File: src/rtl/id_ex_register.sv
// ID/EX pipeline register for the five-stage RV32 core: captures decoded fields,
// inserts NOPs on flush or load-use bubble, holds on stall, and counts NOP events.
module id_ex_register #(
   parameter int DATA_W = 32,
   parameter int CNT_W  = 16
) (
   input  logic              clk_i,
   input  logic              rst_i,
   input  logic              stall_i,
   input  logic              flush_i,
   input  logic              bubble_i,
   input  logic [7:0]        ID_Control_i,
   input  logic [DATA_W-1:0] ID_PC_i,
   input  logic [DATA_W-1:0] ID_RS1data_i,
   input  logic [DATA_W-1:0] ID_RS2data_i,
   input  logic [DATA_W-1:0] ID_Imm_i,
   input  logic [9:0]        ID_Funct_i,
   input  logic [4:0]        ID_RS1addr_i,
   input  logic [4:0]        ID_RS2addr_i,
   input  logic [4:0]        ID_RDaddr_i,
   output logic [7:0]        EX_Control_o,
   output logic [DATA_W-1:0] EX_PC_o,
   output logic [DATA_W-1:0] EX_RS1data_o,
   output logic [DATA_W-1:0] EX_RS2data_o,
   output logic [DATA_W-1:0] EX_Imm_o,
   output logic [9:0]        EX_Funct_o,
   output logic [4:0]        EX_RS1addr_o,
   output logic [4:0]        EX_RS2addr_o,
   output logic [4:0]        EX_RDaddr_o,
   output logic              EX_Valid_o,
   output logic [CNT_W-1:0]  bubble_cnt_o,
   output logic [CNT_W-1:0]  flush_cnt_o
);

   logic load_nop;

   // Flush and bubble both clear the slot; flush wins for counting purposes.
   assign load_nop = flush_i | bubble_i;

   always_ff @(posedge clk_i) begin
      if (rst_i) begin
         EX_Control_o <= '0;
         EX_PC_o      <= '0;
         EX_RS1data_o <= '0;
         EX_RS2data_o <= '0;
         EX_Imm_o     <= '0;
         EX_Funct_o   <= '0;
         EX_RS1addr_o <= '0;
         EX_RS2addr_o <= '0;
         EX_RDaddr_o  <= '0;
         EX_Valid_o   <= 1'b0;
         bubble_cnt_o <= '0;
         flush_cnt_o  <= '0;
      end else if (!stall_i) begin
         if (load_nop) begin
            // Zero RD keeps the hazard unit and forwarding from matching a NOP.
            EX_Control_o <= '0;
            EX_PC_o      <= '0;
            EX_RS1data_o <= '0;
            EX_RS2data_o <= '0;
            EX_Imm_o     <= '0;
            EX_Funct_o   <= '0;
            EX_RS1addr_o <= '0;
            EX_RS2addr_o <= '0;
            EX_RDaddr_o  <= '0;
            EX_Valid_o   <= 1'b0;
         end else begin
            EX_Control_o <= ID_Control_i;
            EX_PC_o      <= ID_PC_i;
            EX_RS1data_o <= ID_RS1data_i;
            EX_RS2data_o <= ID_RS2data_i;
            EX_Imm_o     <= ID_Imm_i;
            EX_Funct_o   <= ID_Funct_i;
            EX_RS1addr_o <= ID_RS1addr_i;
            EX_RS2addr_o <= ID_RS2addr_i;
            EX_RDaddr_o  <= ID_RDaddr_i;
            EX_Valid_o   <= 1'b1;
         end

         if (flush_i) begin
            if (flush_cnt_o != '1) flush_cnt_o <= flush_cnt_o + CNT_W'(1);
         end else if (bubble_i) begin
            if (bubble_cnt_o != '1) bubble_cnt_o <= bubble_cnt_o + CNT_W'(1);
         end
      end
   end

endmodule

File: config.mk
export PLATFORM = sky130hd
export DESIGN_NAME = id_ex_register
export DESIGN_NICKNAME = d
export VERILOG_FILES = /design/src/rtl/id_ex_register.sv
export SDC_FILE = /design/constraint.sdc
export NUM_CORES = 1
export LEC_CHECK = 0
export ABC_CLOCK_PERIOD_IN_PS = 2000
export CORE_AREA = 2 2 140 142
export DETAILED_ROUTE_END_ITERATION = 8
export DIE_AREA = 0 0 142 144
export PLACE_DENSITY = 0.75
export SLEW_MARGIN = 20
export SYNTH_ARGS = -nofsm -noshare
export SYNTH_HDL_FRONTEND = slang
export SYNTH_SLANG_ARGS = --single-unit
File: constraint.sdc
create_clock -name clk_i -period 2 [get_ports clk_i]
set_input_delay 0.2 -clock clk_i [delete_from_list [all_inputs] [get_ports clk_i]]
set_output_delay 0.2 -clock clk_i [all_outputs]
set_load 0.01 [all_outputs]
==> flow_metrics.tcl <==
set metrics [dict create \
    die_h_um 144 \
    status "complete, no violations" \
    dp_cells 1295 \
    start_util 0.3571 \
    drt_first_iter_violations 367 \
    nNetsFinal 1244 \
    clock_path_buffers 2 \
    die_x_um 142 \
    post-dp-hpwl_um 15540 \
    p_total_mw 8.192 \
    cp.arrival_ps 2180 \
    area_growth_pct 66.71 \
    overflow 0 \
    synth_top_area_share 0.5700 \
    routed_wirelength_um 21870 \
    rows 51 \
    antennaDiodeCount 0 \
    route.met2.wl_um 10760 \
    htreeDepth 4 \
    drt_first_pass_iters 4 \
    syn-mean-instance-area_um2 9.412 \
    io_pins 360 \
    p_per_area_nw_per_um2 721.2 \
    finalHoldViolations 0 \
    drive_above_1_share 0.06520 \
    yosysSeqAreaShare 0.5700 \
    p_leak_nw 4.018 \
    max_slew.worst_pin.slew_ps 714.3 \
    grt_max_degree 163 \
    synthesis.area_um2 6814 \
    antenna_found_initial 0 \
    drc 0 \
    async_flop_share 0 \
    fin_cells 1327 \
    crit_fanout 8 \
    synth.distinct_cells 33 \
    hold_ws_ps 141.8 \
    grt_pass1_vias 6328 \
    clockRootBuffer "clkbuf_16" \
    post_drt_wl_per_cell_um 16.48 \
    die_area_um2 20450 \
    cts_sinks 194 \
    finalCritPeriodShare 0.9342 \
    finalSetupViolCount 0 \
    cts_tree "built" \
    grt_pass1_wl_um 32900 \
    start_kind "flop" \
    rsz0062_at_grt "false" \
    fin_skew_ps 8.389 \
    drt-met1-wl_um 9129 \
    coreArea_um2 19080 \
    ctsResizeCount 0 \
    clkSlewWorstSetupHoldPaths_ps 70 \
    drv_cap 0 \
    cp.required_ps 2310 \
    fmax_ghz 0.5352 \
    wl_met3_um 1652 \
    synth_fp_nets 892 \
    synth_ff_type "dfxtp_1" \
    holdCritPathClass "in -> reg" \
    numPortBuffers 359 \
    grt_usage 0.2026 \
    slew_viol_final 0 \
    synth_top_cell_by_area "dfxtp_1" \
    gp_congestion 0.7759 \
    synth_edf_count 0 \
    holdBufCountCts 0 \
    slew_headroom 0.5238 \
    min_period_ps 1868 \
    setup_tns_ps 0 \
    synth.most_common_cell "nor2_1" \
    path_class "reg -> reg" \
    synth_common_cells "nor2_1 (195), dfxtp_1 (194), a22oi_1 (161)" \
    routed.top_layer "met4" \
    end_kind "flop" \
    peakVddDrop_uv 538.1 \
    synth.top_cells.by_area "dfxtp_1 (57%), a22oi_1 (18%), nor2_1 (11%)" \
    drtAntennaViolNets 0 \
    cts_buffers 17 \
    via_per_inst 5.048 \
    nFillCells 1635 \
    synth_seq_cells 194 \
    post-cts-setup-buffers 0 \
    route.vias.total 6699 \
    yosys_warnings 0 \
    final_util 0.5954 \
    clock_latency_ps 420 \
    syn_inst 724 \
]
metrics by stage:
| stage | setup slack (ps) | area [µm²] |
|---|---|---|
| final | 131.5 | 11360 |
| after detailed placement | -319.1 | 10790 |
| after floorplan | 224.7 | 6814 |
| after global routing | 39.63 | 11360 |
| after CTS | 134.9 | 11360 |
| after global placement | -239.2 | 10790 |
placed cells by master, fill, tap and decap left out, types with 3 or more instances in the layout:
master	count
clkdlybuf4s50_1	357
nor2_1	195
dfxtp_1	194
a22oi_1	161
buf_4	27
xnor2_1	21
clkbuf_16	17
nand2_1	13
nand4_1	12
nor3_1	12
nand3_1	8
a21oi_1	8
o21ai_0	6
nor4_1	5
or3_1	5
buf_12	5
inv_8	4
clkinvlp_4	3
inv_6	3
cell type report:
class                   count  area, µm²  area share
clock buffers              19      452.9     0.03987
flip-flops and latches    194       3884      0.3419
repair buffers            390       3887      0.3422
inverters                   2      7.507   0.0006609
well taps                 238      297.8     0.02621
clock inverters            13      116.4     0.01024
multi-input cells         471       2714      0.2389
power breakdown:
part / switching (mW) / leakage [nW] / internal [mW]
clock: 1.61 / 0.274 / 1.71
combinational: 0.356 / 2.17 / 0.531
sequential: 0.0456 / 1.57 / 3.94
metal layers:
metal / global-route usage / vias to the layer above
li1: - / 3274
met1: 0.2427 / 3169
met5: 0 / -
met4: 0.06211 / 0
met3: 0.07252 / 18
met2: 0.3420 / 238
sequential cells by signal, summed over array words and instances, names as in the netlist:
signal and cells:
EX_Funct_o 10, EX_RS1addr_o 5, EX_RDaddr_o 5, EX_Imm_o 32, EX_RS1data_o 32, EX_Valid_o 1
EX_Control_o 8, flush_cnt_o 16, EX_RS2data_o 32, EX_PC_o 32, bubble_cnt_o 16, EX_RS2addr_o 5
critical path: stages (launching register included):
cell and delay, ps:
dfxtp_1 400, ha_1 200, nand3_1 150, o41ai_4 570, buf_4 220, mux2i_1 170, nor2_1 50
cell families after synthesis:
kind of cell | Yosys count | share of synthesized area
adders and majority gates | 2 | 0.003672
and+or+nand+nor | 265 | 0.1664
buffers and inverters | 59 | 0.03250
muxes | 1 | 0.001469
xor gates and xnor gates | 23 | 0.02956
DFF | 194 | 0.5700
AOI/OAI and AO/OA | 180 | 0.1965
path summary, 6_finish.rpt:
| kind | from | endpoint | slack (ps) | cells after the start |
|---|---|---|---|---|
| max reg2reg | flush_cnt_o[1]$_SDFFE_PP0P_ | flush_cnt_o[1]$_SDFFE_PP0P_ | 130 | 6 |
| max | flush_cnt_o[1]$_SDFFE_PP0P_ | flush_cnt_o[1]$_SDFFE_PP0P_ | 130 | 6 |
| min | rst_i | EX_PC_o[14]$_SDFFE_PP0N_ | 140 | 2 |
| min reg2reg | EX_Control_o[3]$_SDFFE_PP0N_ | EX_Control_o[3]$_SDFFE_PP0N_ | 510 | 2 |
No activity file was read; power rests on OpenSTA's default activity.
